===== config.mk =====
export PLATFORM = sky130hd
export DESIGN_NAME = hdmi_text_console_writer_flat
export DESIGN_NICKNAME = d
export VERILOG_FILES = /design/src/rtl/hdmi_text_console_writer_if.sv /design/src/rtl/hdmi_text_console_writer.sv /design/src/flat_wrapper.sv
export SDC_FILE = /design/constraint.sdc
export NUM_CORES = 1
export LEC_CHECK = 0
export ABC_AREA = 1
export BUFFER_PORTS_ARGS = -buffer_cell sky130_fd_sc_hd__buf_2
export CAP_MARGIN = 5
export CORE_AREA = 2 2 125 127
export CTS_BUF_LIST = sky130_fd_sc_hd__clkbuf_2
export DETAILED_ROUTE_END_ITERATION = 8
export DIE_AREA = 0 0 127 129
export GPL_TIMING_DRIVEN = 0
export HOLD_SLACK_MARGIN = 0.1
export REMOVE_ABC_BUFFERS = 1
export SLEW_MARGIN = 5
export SYNTH_ARGS = -nofsm -noshare
export SYNTH_HDL_FRONTEND = slang
export SYNTH_SLANG_ARGS = --single-unit

===== constraint.sdc =====
create_clock -name axi_aclk -period 2.6 [get_ports axi_aclk]
set_input_delay 0.26 -clock axi_aclk [delete_from_list [all_inputs] [get_ports axi_aclk]]
set_output_delay 0.26 -clock axi_aclk [all_outputs]
set_load 0.03 [all_outputs]

===== src/rtl/hdmi_text_console_writer_if.sv =====
// -----------------------------------------------------------------------------
// hdmi_text_console_writer_if
// AXI4-Lite write-only bus between the console writer (master) and the text
// controller VRAM (slave).
//   awaddr/awprot/awvalid/awready : write-address channel
//   wdata/wstrb/wvalid/wready     : write-data channel (32-bit data only)
//   bresp/bvalid/bready           : write-response channel
// -----------------------------------------------------------------------------
interface hdmi_text_console_writer_if #(
    parameter int ADDR_WIDTH = 16
);
    logic [ADDR_WIDTH-1:0] awaddr;
    logic [2:0]            awprot;
    logic                  awvalid;
    logic                  awready;
    logic [31:0]           wdata;
    logic [3:0]            wstrb;
    logic                  wvalid;
    logic                  wready;
    logic [1:0]            bresp;
    logic                  bvalid;
    logic                  bready;

    modport master (
        output awaddr, awprot, awvalid, wdata, wstrb, wvalid, bready,
        input  awready, wready, bresp, bvalid
    );

    modport slave (
        input  awaddr, awprot, awvalid, wdata, wstrb, wvalid, bready,
        output awready, wready, bresp, bvalid
    );
endinterface


===== src/rtl/hdmi_text_console_writer.sv =====
// -----------------------------------------------------------------------------
// hdmi_text_console_writer
// Accepts character codes and writes each printable one into the text
// controller's VRAM through a single-outstanding AXI4-Lite write, keeping a
// row/col cursor. 0x0A = line feed, 0x0D = carriage return.
// Optional feature macro: HDMI_CONSOLE_CLEAR_EN -- 0x0C clears the whole screen
// (COLS*ROWS/4 word writes of zero) and homes the cursor; without it 0x0C is
// printable.
// Ports:
//   axi_aclk, axi_aresetn       : clock, async-assert active-low reset
//   s_char_data/valid/ready     : character input handshake
//   m_axi                       : AXI4-Lite master (write channels only)
//   cursor                      : linear index row*COLS+col
//   busy                        : FSM not idle
//   resp_err                    : sticky, set by any non-OKAY bresp
// -----------------------------------------------------------------------------
module hdmi_text_console_writer #(
    parameter int C_AXI_ADDR_WIDTH = 16,
    parameter int C_AXI_DATA_WIDTH = 32,
    parameter int VRAM_BASE        = 0,
    parameter int COLS             = 80,
    parameter int ROWS             = 30
) (
    input  logic                        axi_aclk,
    input  logic                        axi_aresetn,
    input  logic [7:0]                  s_char_data,
    input  logic                        s_char_valid,
    output logic                        s_char_ready,
    hdmi_text_console_writer_if.master  m_axi,
    output logic [11:0]                 cursor,
    output logic                        busy,
    output logic                        resp_err
);

    localparam logic [C_AXI_ADDR_WIDTH-1:0] BASE_C = C_AXI_ADDR_WIDTH'(VRAM_BASE);
    localparam logic [11:0] COLS_C    = 12'(COLS);
    localparam logic [11:0] COLS_M1_C = 12'(COLS - 1);
    localparam logic [11:0] ROWS_M1_C = 12'(ROWS - 1);

    typedef enum logic [1:0] {
        IDLE  = 2'd0,
        XFER  = 2'd1,
        RESP  = 2'd2
`ifdef HDMI_CONSOLE_CLEAR_EN
        ,
        CLEAR = 2'd3
`endif
    } state_t;

    state_t                        state_q, state_d;
    logic                          awvalid_q, awvalid_d;
    logic                          wvalid_q, wvalid_d;
    logic [C_AXI_ADDR_WIDTH-1:0]   awaddr_q, awaddr_d;
    logic [C_AXI_DATA_WIDTH-1:0]   wdata_q, wdata_d;
    logic [3:0]                    wstrb_q, wstrb_d;
    logic [11:0]                   row_q, row_d;
    logic [11:0]                   col_q, col_d;
    logic [11:0]                   cur_q, cur_d;
    logic                          err_q, err_d;
    logic [11:0]                   adv_row_s, adv_col_s, adv_cur_s;
`ifdef HDMI_CONSOLE_CLEAR_EN
    localparam logic [9:0] CLR_LAST_C = 10'(COLS * ROWS / 4 - 1);
    logic                          clr_act_q, clr_act_d;
    logic [9:0]                    clr_idx_q, clr_idx_d;
`endif

    // Cursor position after one printed cell: next column, next row, or wrap home.
    always_comb begin
        adv_col_s = col_q + 12'd1;
        adv_row_s = row_q;
        adv_cur_s = cur_q + 12'd1;
        if (col_q == COLS_M1_C) begin
            adv_col_s = 12'd0;
            if (row_q == ROWS_M1_C) begin
                adv_row_s = 12'd0;
                adv_cur_s = 12'd0;
            end else begin
                adv_row_s = row_q + 12'd1;
            end
        end else begin
            adv_col_s = col_q + 12'd1;
        end
    end

    // Next-state and next-output logic of the write FSM.
    always_comb begin
        state_d   = state_q;
        awvalid_d = awvalid_q;
        wvalid_d  = wvalid_q;
        awaddr_d  = awaddr_q;
        wdata_d   = wdata_q;
        wstrb_d   = wstrb_q;
        row_d     = row_q;
        col_d     = col_q;
        cur_d     = cur_q;
        err_d     = err_q;
`ifdef HDMI_CONSOLE_CLEAR_EN
        clr_act_d = clr_act_q;
        clr_idx_d = clr_idx_q;
`endif
        case (state_q)
            IDLE: begin
                if (s_char_valid) begin
                    if (s_char_data == 8'h0A) begin
                        // Line feed: linear index moves back to column 0 then down one row.
                        col_d = 12'd0;
                        if (row_q == ROWS_M1_C) begin
                            row_d = 12'd0;
                            cur_d = 12'd0;
                        end else begin
                            row_d = row_q + 12'd1;
                            cur_d = cur_q - col_q + COLS_C;
                        end
                    end else if (s_char_data == 8'h0D) begin
                        col_d = 12'd0;
                        cur_d = cur_q - col_q;
`ifdef HDMI_CONSOLE_CLEAR_EN
                    end else if (s_char_data == 8'h0C) begin
                        clr_act_d = 1'b1;
                        clr_idx_d = 10'd0;
                        state_d   = CLEAR;
`endif
                    end else begin
                        // Word-aligned address, byte lane selected by the low cursor bits.
                        awaddr_d  = BASE_C + C_AXI_ADDR_WIDTH'({cur_q[11:2], 2'b00});
                        wdata_d   = {4{s_char_data}};
                        wstrb_d   = 4'b0001 << cur_q[1:0];
                        awvalid_d = 1'b1;
                        wvalid_d  = 1'b1;
                        state_d   = XFER;
                    end
                end else begin
                    state_d = IDLE;
                end
            end
            XFER: begin
                // Each channel retires on its own handshake edge.
                awvalid_d = awvalid_q & ~m_axi.awready;
                wvalid_d  = wvalid_q & ~m_axi.wready;
                if (!awvalid_d && !wvalid_d) begin
                    state_d = RESP;
                end else begin
                    state_d = XFER;
                end
            end
            RESP: begin
                if (m_axi.bvalid) begin
                    if (m_axi.bresp != 2'b00) begin
                        err_d = 1'b1;
                    end else begin
                        err_d = err_q;
                    end
`ifdef HDMI_CONSOLE_CLEAR_EN
                    if (clr_act_q) begin
                        if (clr_idx_q == CLR_LAST_C) begin
                            clr_act_d = 1'b0;
                            row_d     = 12'd0;
                            col_d     = 12'd0;
                            cur_d     = 12'd0;
                            state_d   = IDLE;
                        end else begin
                            clr_idx_d = clr_idx_q + 10'd1;
                            state_d   = CLEAR;
                        end
                    end else begin
`endif
                        row_d   = adv_row_s;
                        col_d   = adv_col_s;
                        cur_d   = adv_cur_s;
                        state_d = IDLE;
`ifdef HDMI_CONSOLE_CLEAR_EN
                    end
`endif
                end else begin
                    state_d = RESP;
                end
            end
`ifdef HDMI_CONSOLE_CLEAR_EN
            CLEAR: begin
                // One zero word per clear step, full strobe.
                awaddr_d  = BASE_C + C_AXI_ADDR_WIDTH'({clr_idx_q, 2'b00});
                wdata_d   = '0;
                wstrb_d   = 4'hF;
                awvalid_d = 1'b1;
                wvalid_d  = 1'b1;
                state_d   = XFER;
            end
`endif
            default: begin
                state_d = IDLE;
            end
        endcase
    end

    // State and output registers; reset abandons any transaction in flight.
    always_ff @(posedge axi_aclk or negedge axi_aresetn) begin
        if (!axi_aresetn) begin
            state_q   <= IDLE;
            awvalid_q <= 1'b0;
            wvalid_q  <= 1'b0;
            awaddr_q  <= '0;
            wdata_q   <= '0;
            wstrb_q   <= 4'h0;
            row_q     <= 12'd0;
            col_q     <= 12'd0;
            cur_q     <= 12'd0;
            err_q     <= 1'b0;
`ifdef HDMI_CONSOLE_CLEAR_EN
            clr_act_q <= 1'b0;
            clr_idx_q <= 10'd0;
`endif
        end else begin
            state_q   <= state_d;
            awvalid_q <= awvalid_d;
            wvalid_q  <= wvalid_d;
            awaddr_q  <= awaddr_d;
            wdata_q   <= wdata_d;
            wstrb_q   <= wstrb_d;
            row_q     <= row_d;
            col_q     <= col_d;
            cur_q     <= cur_d;
            err_q     <= err_d;
`ifdef HDMI_CONSOLE_CLEAR_EN
            clr_act_q <= clr_act_d;
            clr_idx_q <= clr_idx_d;
`endif
        end
    end

    assign s_char_ready  = (state_q == IDLE);
    assign busy          = (state_q != IDLE);
    assign cursor        = cur_q;
    assign resp_err      = err_q;
    assign m_axi.awaddr  = awaddr_q;
    assign m_axi.awprot  = 3'b000;
    assign m_axi.awvalid = awvalid_q;
    assign m_axi.wdata   = wdata_q;
    assign m_axi.wstrb   = wstrb_q;
    assign m_axi.wvalid  = wvalid_q;
    assign m_axi.bready  = (state_q == RESP);

endmodule


===== src/flat_wrapper.sv =====
// flat-port wrapper written by rule: the top's interface ports become plain ports
module hdmi_text_console_writer_flat 
#(
    parameter int C_AXI_ADDR_WIDTH = 16,
    parameter int C_AXI_DATA_WIDTH = 32,
    parameter int VRAM_BASE        = 0,
    parameter int COLS             = 80,
    parameter int ROWS             = 30
)
  (axi_aclk, axi_aresetn, s_char_data, s_char_valid, s_char_ready, cursor, busy, resp_err, m_axi_awaddr, m_axi_awprot, m_axi_awvalid, m_axi_wdata, m_axi_wstrb, m_axi_wvalid, m_axi_bready, m_axi_awready, m_axi_wready, m_axi_bresp, m_axi_bvalid);
  hdmi_text_console_writer_if #(.ADDR_WIDTH(16)) m_axi_i ();
  input  logic axi_aclk;
  input  logic axi_aresetn;
  input  logic [7:0] s_char_data;
  input  logic s_char_valid;
  output logic s_char_ready;
  output logic [11:0] cursor;
  output logic busy;
  output logic resp_err;
  output wire logic [$bits(m_axi_i.awaddr)-1:0] m_axi_awaddr;
  output wire logic [$bits(m_axi_i.awprot)-1:0] m_axi_awprot;
  output wire logic [$bits(m_axi_i.awvalid)-1:0] m_axi_awvalid;
  output wire logic [$bits(m_axi_i.wdata)-1:0] m_axi_wdata;
  output wire logic [$bits(m_axi_i.wstrb)-1:0] m_axi_wstrb;
  output wire logic [$bits(m_axi_i.wvalid)-1:0] m_axi_wvalid;
  output wire logic [$bits(m_axi_i.bready)-1:0] m_axi_bready;
  input wire logic [$bits(m_axi_i.awready)-1:0] m_axi_awready;
  input wire logic [$bits(m_axi_i.wready)-1:0] m_axi_wready;
  input wire logic [$bits(m_axi_i.bresp)-1:0] m_axi_bresp;
  input wire logic [$bits(m_axi_i.bvalid)-1:0] m_axi_bvalid;
  assign m_axi_awaddr = m_axi_i.awaddr;
  assign m_axi_awprot = m_axi_i.awprot;
  assign m_axi_awvalid = m_axi_i.awvalid;
  assign m_axi_wdata = m_axi_i.wdata;
  assign m_axi_wstrb = m_axi_i.wstrb;
  assign m_axi_wvalid = m_axi_i.wvalid;
  assign m_axi_bready = m_axi_i.bready;
  assign m_axi_i.awready = m_axi_awready;
  assign m_axi_i.wready = m_axi_wready;
  assign m_axi_i.bresp = m_axi_bresp;
  assign m_axi_i.bvalid = m_axi_bvalid;
  hdmi_text_console_writer #(.C_AXI_ADDR_WIDTH(C_AXI_ADDR_WIDTH), .C_AXI_DATA_WIDTH(C_AXI_DATA_WIDTH), .VRAM_BASE(VRAM_BASE), .COLS(COLS), .ROWS(ROWS)) u_core (.axi_aclk(axi_aclk), .axi_aresetn(axi_aresetn), .s_char_data(s_char_data), .s_char_valid(s_char_valid), .s_char_ready(s_char_ready), .m_axi(m_axi_i), .cursor(cursor), .busy(busy), .resp_err(resp_err));
endmodule

# == Word-level counts from Yosys, hierarchy flattened ==
# Index checks and enable logic that the tools add are counted.
# totals
ff_bits,87
input_bits,16
out_inout_bits,73
wordCells,82
# classes
n_addsub,5
eq_ne,15
shifts,1
mux,31
bitwise,6
n_reduce_logical,14
# ops
cell,count
$mux W12,17
$pmux W12 S2,3
$add A12 B1 Y12 const B,3
$eq A8 B4 Y1 const B,2
$add A12 B7 Y12 const B,1
$eq A12 B5 Y1 const B,1
$eq A12 B7 Y1 const B,1
$reduce_and A4 Y1,3
$sub A12 B12 Y12,1
$mux W2,5
$reduce_bool A2 Y1,4
$ne A2 B1 Y1 const B,3
$ne A2 B2 Y1 const B,3
$ne A3 B3 Y1 const B,2
$pmux W2 S3,1
$reduce_and A5 Y1,1
$not A1 Y1,4
$pmux W1 S2,2
$shl A1 B2 Y4 const A,1
$mux W1,3
$ne A3 B1 Y1 const B,1
$reduce_and A3 Y1,1
$and A1 B1 Y1,2
$eq A2 B1 Y1 const B,1
5 further kinds,6

# == Depth between registers and ports, before layout ==
# Gate-level depths: netlist of run 1.
# depth
depth_word,6
depth_mapped,18
mapped_depth_nobuf,18

# == Least setup slack after synthesis of run 1 ==
# No wires, ideal clock.
# synth_timing
path_kind,register to register
start,register u_core.cur_q[0] (netlist: u_core.cursor[0])
end,register u_core.cur_q[10] (netlist: u_core.cursor[10])
arrival_time_ns,2.303
required_ns,2.523
setup_slack_ns,0.219
path_stages_with_launch,19
path_buffers,0
synth_period_minus_slack_ns,2.381
cell_sequence,dfrtp_1 > inv_1 > ha_1 > inv_1 > fa_1 > nand2_1 > nand2_1 > nand2_1 > nand2_1 > nand2_1 > ha_1 > inv_1 > nand2_1 > nand2_1 > inv_1 > nand3_1 > nand2_1 > nand3_1 > a21oi_1
# synth_via
elab_chain_len,6
elab_cells_between_ends,11
# synth_lines
item,line_no,rtl
start: declaration,hdmi_text_console_writer.sv:58,"logic [11:0] cur_q, cur_d;"
start signal: assignment,hdmi_text_console_writer.sv:221,cur_q <= cur_d;
$sub A12 B12 Y12,"hdmi_text_console_writer.sv:112, hdmi_text_console_writer.sv:116",
$add A12 B7 Y12,hdmi_text_console_writer.sv:112,cur_d = cur_q - col_q + COLS_C;
$mux W12,hdmi_text_console_writer.sv:107,if (row_q == ROWS_M1_C) begin
$mux W12,hdmi_text_console_writer.sv:104,if (s_char_data == 8'h0A) begin
$mux W12,hdmi_text_console_writer.sv:103,if (s_char_valid) begin
$pmux W12 S2 (*),hdmi_text_console_writer.sv:101,case (state_q)
# Mark *: on every way between the ends. The rest lies on a longest branch, timed or not. The select of a mux whose other input is x is not followed.
# A chain may end at the register's enable or synchronous reset.

# == Worst setup path after layout of run 1 ==
# layout_timing
start,register u_core.cur_q[0] (netlist: u_core.cursor[0])
end,register u_core.cur_q[8] (netlist: u_core.cursor[8])
# Same word-level chain as after synthesis.

==> metrics, run 1 <==
xor/xnor share of the synthesized area 2.372%; Setup Skew 24.30 ps; met3 Usage GRT 3.368%; critical path's largest stage delay 460 ps; Final Worst Setup Slack 224.2 ps; largest net degree at the start of global routing 64; CTS root buf clkbuf_2; slowest library cell on the worst path dfrtp_2; first-pass GRT wire length 17230 µm; Synth Warn # 0; Design Area, Final 5130 µm²; Max Slew Vio Count 0; crit path DAT 2760 ps; Switching Share 56.68%; Psw 4.251 mW; Reg-to-Reg Start u_core.cursor[0]$_DFFE_PN0P_; TritonCTS Sinks 63; Critical Path Sink Type flip-flop; number of synthesized flops with an enable pin 0; num ports 89; post-synthesis compound-gate area fraction 11.32%; Reg clk slew, reported paths 190 ps; worst skew pair latency 540 ps; cell row count 45; DRT Wirelength 10680 µm; reg2reg end u_core.cursor[8]$_DFFE_PN0P_; vias in the first global route 3842; Syn Area/Cell 7.275 µm²; CTS tree built; fillers 1567; PwrDens 1462 nW/µm²; initial antenna violation count 1; Initial Utilization 29.58%; grt ovf 0; Worst Tran Pin Value 936.7 ps; most common cell after layout, fill and taps aside nand2_1; drc violations 0; HP Class in -> async; HPWL Detailed 7619 µm; Multi-input gate area 2237 µm²; # H-tree levels 3; RSZ-0062 raised after global routing no; Comb pwr share 67.5%; antenna-violating nets left 0; pre-CTS WS -373.6 ps; max cap viols 0; die width 127 µm; gpl congestion 0.8487; simple-gate share of the synthesized area 28.55%; GRT met2 Usage 22.99%; die area 16380 µm²; asr flop ratio synth 100.0%; status complete, no violations; LEAKAGE 2.707 nW; core area 14980 µm²; max_slew headroom 37.56%; clk buf depth 2; grt peak-use layer met2; DR pass1 iterations 5; synth-to-layout area growth 15.79%; drt wl/cell 12.15 µm; fmax 420.9 MHz; commonest non-fill, non-tap cells in the layout 143 x nand2_1, 91 x inv_1, 78 x buf_2; DR iter-0 viols 214; FF-to-FF setup slack 220 ps; Placed Area 4803 µm²; met1 usage 15.33%; clock network power share 8.2%; ys flop type dfrtp_1; CP startpoint u_core.cursor[0]$_DFFE_PN0P_; worst-case reg-to-reg path depth 17; Num CTS Buffers 9; register area share after synthesis 35.58%; die height 129 µm; Post-layout nets 721; via count 4001; Final Hold Fails 0; proportion of synthesized area in mux cells 1.017%; GR Util All Layers 13.17%; Startpoint Class flip-flop; Tmin final 2376 ps; Vias/cell 4.552; Cell Area, Synth 4430 µm²; FF+latch count, synth 63; I/O Buffers 79; CP Max Fanout 4; fin crit share 91.38%; largest family of logic cells by synthesized area simple AND/OR/NAND/NOR gates; register area 1580 µm²; sequential power share 24.3%; Crit path required time 2990 ps; Most Frequent Cell on Critical Path nand2_1; setup-violating endpoint count in the final report 0; crit-path cells inv_2 > ha_1 > inv_2 > fa_2 > nand2_1 > nand2_2 > nand2_1 > nand2_1 > nand2_2 > ha_2 > inv_1 > nand2_1 > nand2_1 > inv_2 > nand3_1 > nand3_1 > a31oi_1; Distinct cells, synth 46; post-synthesis adder-cell area fraction 5.818%; Cell Int Power 3.249 mW; post-synthesis instance total 609; Crit Path Class reg -> reg; layout cells sized above 1 20.43%; Peak VDD IR 385.0 µV
registers in the layout (all words and copies together) (netlist names):
register / flops
u_core.col_q: 12
u_core.cursor: 12
u_core.row_q: 12
u_core.m_axi.awaddr: 10
u_core.m_axi.wdata: 8
u_core.m_axi.wstrb: 4
u_core.state_q: 2
u_core.m_axi.awvalid: 1
u_core.m_axi.wvalid: 1
u_core.resp_err: 1
area by class of cell:
class                   instances  area share (%)
diodes                          1         0.04878
clock inverters                 6           1.195
well taps                     188           4.585
flip-flops and latches         63           30.80
multi-input cells             412           43.61
clock buffers                  10          0.9756
repair buffers                 98           11.37
inverters                     101           7.415
layer usage:
layer | wire length (µm) | vias up | share of wire [%]
li1 | - | 2062 | -
met1 | 4778 | 1845 | 45
met2 | 5211 | 74 | 49
met3 | 424 | 20 | 4.0
met4 | 265 | 0 | 2.5
met5 | 0 | - | 0
kinds of logic after synthesis:
kind of cell               count (synthesis)
xor gates and xnor gates                  12
DFF                                       63
other                                      1
AOI/OAI and AO/OA                         87
muxes                                      4
adders and majority gates                 20
and+or+nand+nor                          279
buffers and inverters                    143
power by group through the flow:
| stage | registers, mW | clock network (mW) | logic, mW |
|---|---|---|---|
| after global routing | 1.91 | 0.680 | 5.70 |
| after detailed placement | 1.85 | 0 | 4.86 |
| after global placement | 1.84 | 0 | 4.82 |
| after floorplan | 2.68 | 0 | 2.81 |
| after CTS | 1.82 | 0.648 | 4.97 |
| final | 1.83 | 0.616 | 5.06 |
cells in the mapped netlist (4+ instances only):
cell type  instances  share of area, %
nand2_1          145                12
inv_1             94               8.0
dfrtp_1           63                36
nand3_1           46               5.2
nor2_1            46               3.9
o21ai_0           41               4.6
buf_4             33               5.6
a21oi_1           23               2.6
ha_1              19               5.4
nand4_1           13               1.8
xor2_1            12               2.4
a31oi_1            7              0.99
nor3_1             7              0.79
buf_2              5              0.56
inv_2              5              0.42
mux2_2             4               1.0
per-stage QoR:
step / total power [mW] / hold slack (ps) / instances / setup TNS (ps) / utilization [%]
global route: 8.284 / 362.3 / 879 / 0 / 34.25
CTS: 7.440 / 280.8 / 876 / 0 / 34.03
finish: 7.500 / 327.0 / 879 / 0 / 34.25
global placement: 6.663 / 460.5 / 842 / -3450 / 32.02
floorplan: 5.488 / -35.59 / 575 / 0 / -
detailed placement: 6.713 / 418.8 / 842 / -2431 / 32.07
critical path, delay by kind of cell (launching register included):
| kind | cells | cell delay [ps] |
|---|---|---|
| and+or+nand+nor | 9 | 700 |
| buffers and inverters | 4 | 270 |
| DFF | 1 | 460 |
| adders and majority gates | 3 | 710 |
| AOI/OAI and AO/OA | 1 | 80 |
repair_timing:
| item | in CTS | in global routing |
|---|---|---|
| hold endpoints to repair | 76 | 0 |
| setup buffers | 1 | 1 |
| hold buffers | 17 | 0 |
| setup endpoints to repair | 2 | 9 |
| gates cloned | 0 | 1 |
| pin swaps | 0 | 1 |
| resized for setup | 2 | 10 |
worst max-delay path by stage:
stage | cells after the start | to
2_1_floorplan | 17 | u_core.cursor[8]$_DFFE_PN0P_
3_3_place_gp | 10 | u_core.col_q[10]$_DFFE_PN0P_
3_5_place_dp | 10 | u_core.col_q[10]$_DFFE_PN0P_
4_1_cts | 17 | u_core.cursor[8]$_DFFE_PN0P_
5_1_grt | 15 | u_core.cursor[8]$_DFFE_PN0P_
6_report | 17 | u_core.cursor[8]$_DFFE_PN0P_
(Power assumes the default switching activity.)
==> run 2: changes to the inputs <==
==> constraint.sdc (replaced) <==
create_clock -name axi_aclk -period 2.6 [get_ports axi_aclk]
set_input_delay 0.39 -clock axi_aclk [delete_from_list [all_inputs] [get_ports axi_aclk]]
set_output_delay 0.39 -clock axi_aclk [all_outputs]
set_load 0.03 [all_outputs]
==> run 2 against run 1 <==
  * Combinational power is 0.8% lower
  * Wire length is 0.69% lower
  * Utilization is 0.20 points lower
  * Non-clock buffer count is 3 lower
  * Via count is 0.85% lower
  * Global-route usage is 0.079 points lower
  * Sequential cell count stayed put
  * Largest cell class unchanged
==> metrics, run 2 (same netlist as run 1, synthesis figures left out) <==
Startpoint Class primary input; slowest library cell on the worst path nand3_2; via count 3967 (-0.85%); met2 routed WL 5184 µm (-0.52%); setup-violating endpoint count in the final report 0 (unchanged); num ports 89 (unchanged); crit path DAT 2880 ps (+120 ps); fmax 409.3 MHz (-2.8%); commonest non-fill, non-tap cells in the layout 143 x nand2_1, 91 x inv_1, 78 x buf_2; vias in the first global route 3825 (-0.44%); worst-case reg-to-reg path depth 15 (-2); initial antenna violation count 1 (unchanged); max_slew headroom 38.60% (+1.0 points); CP startpoint s_char_data[1]; first-pass GRT wire length 17130 µm (-0.56%); PwrDens 1460 nW/µm² (-0.12%); gpl congestion 0.8487 (unchanged); drt wl/cell 12.11 µm (-0.35%); met3 wire length 393 µm (-7.3%); core area 14980 µm² (unchanged); die area 16380 µm² (unchanged); CP Max Fanout 41 (+37); CTS root buf clkbuf_2; drc violations 0 (unchanged); Hold Crit Start s_char_valid; DRT Wirelength 10610 µm (-0.69%); Num CTS Buffers 9 (unchanged); Worst Tran Pin Value 920.9 ps (-15.72 ps); die width 127 µm (unchanged); HPWL Detailed 7619 µm (unchanged); DR iter-0 viols 241 (+13%); critical path's largest stage delay 710 ps (+250 ps); largest net degree at the start of global routing 64 (unchanged); Top Metal Used met4; Max Slew Vio Count 0 (unchanged); Final Hold Fails 0 (unchanged); Vias/cell 4.529 (-0.51%); Peak VDD IR 384.9 µV (about the same); layout cells sized above 1 20.52% (+0.089 points); die height 129 µm (unchanged); fillers 1571 (+0.26%); Tmin final 2443 ps (+67.59 ps); register area 1580 µm² (unchanged); Multi-input gate area 2237 µm² (unchanged); TritonCTS Sinks 63 (unchanged); RSZ-0062 raised after global routing no; DR pass1 iterations 6 (+1); Final Worst Setup Slack 156.6 ps (-67.59 ps); most common cell after layout, fill and taps aside nand2_1; Reg clk slew, reported paths 190 ps (about the same); Post-layout nets 718 (-0.42%); grt ovf 0 (unchanged); fin crit share 93.98% (+2.6 points); Setup Skew 23.81 ps (-0.4872 ps); hold slack 279.7 ps (-47.29 ps); Initial Utilization 29.58% (unchanged); power after layout 7.447 mW (-0.70%); Critical Path Sink Type flip-flop; # H-tree levels 3 (unchanged); Crit Path Class in -> reg; cell row count 45 (unchanged); HP Class in -> reg; synth-to-layout area growth 15.11%; max cap viols 0 (unchanged); Crit path required time 3040 ps (+50 ps); antenna-violating nets left 0 (unchanged); I/O Buffers 79 (unchanged); clk buf depth 2 (unchanged); Most Frequent Cell on Critical Path nor2_1; CTS tree built; LEAKAGE 2.695 nW (-0.45%); pre-CTS WS -503.6 ps (-130.0 ps); Reg-to-Reg Start u_core.cursor[4]$_DFFE_PN0P_; status complete, no violations; worst skew pair latency 530 ps (about the same); hold path cells 3; crit-path cells buf_2 > dlygate4sd3_1 > inv_1 > nand4_1 > nor2_1 > nor2_1 > nand3_2 > mux2_2; Met1 Wirelength 4790 µm (+0.25%); GR Util All Layers 13.09% (-0.079 points)
[run 2: changes by cell type in the layout (fill, tap and decap cells not counted), sizes merged]
| cell | change |
|---|---|
| dlygate4sd3 | -3 |
[run 2: routing by layer]
layer,vias to the layer above,GRT usage (%)
met5,-,0
met4,0,5.624
met3,16,3.368
met2,76,22.96
met1,1819,15.20
li1,2056,-
[run 2: worst paths after layout]
path	slack (ps)	endpoint
max in group asynchronous	1580	u_core.cursor[4]$_DFFE_PN0P_
setup reg to reg	230	u_core.cursor[8]$_DFFE_PN0P_
hold reg to reg	490	u_core.resp_err$_DFFE_PN0P_
min in group asynchronous	470	u_core.m_axi.wstrb[2]$_DFFE_PN0P_
hold / removal	280	u_core.m_axi.wvalid$_DFFE_PN0P_
setup / recovery	160	u_core.m_axi.wstrb[0]$_DFFE_PN0P_
[run 2: worst max-delay path, delay by kind of cell]
kind	cells	cell delay, ps
simple gates	4	1270
mux	1	520
buf+inv	3	680
[run 2: where the power goes]
part / internal, mW / switching, mW / leakage (nW)
logic: 1.58 / 3.43 / 1.86
clock network: 0.222 / 0.388 / 0.0717
registers: 1.41 / 0.415 / 0.761
[run 2: final cells by class]
type                    count  area share, %
clock buffers              10         0.9814
diodes                      1        0.04907
flip-flops and latches     63          30.99
multi-input cells         412          43.87
inverters                 101          7.458
well taps                 188          4.612
repair buffers             95          10.84
clock inverters             6          1.202
[run 2: repair_timing]
action / CTS / global route
pin swaps: 0 / 2
hold buffers: 14 / 0
cloned: 0 / 1
gates resized for setup: 2 / 10
endpoints found under the hold margin: 75 / 0
setup buffers: 1 / 1
setup endpoints to repair: 2 / 10
[run 2: stage by stage]
stage               util, %  setup TNS [ps]  std cells  cell area, µm²
floorplan                 -               0        575            4165
global placement      32.02           -8013        842            4796
detailed placement    32.07           -4193        842            4803
CTS                   33.83               0        873            5066
global route          34.05               0        876            5100
finish                34.05               0        876            5100
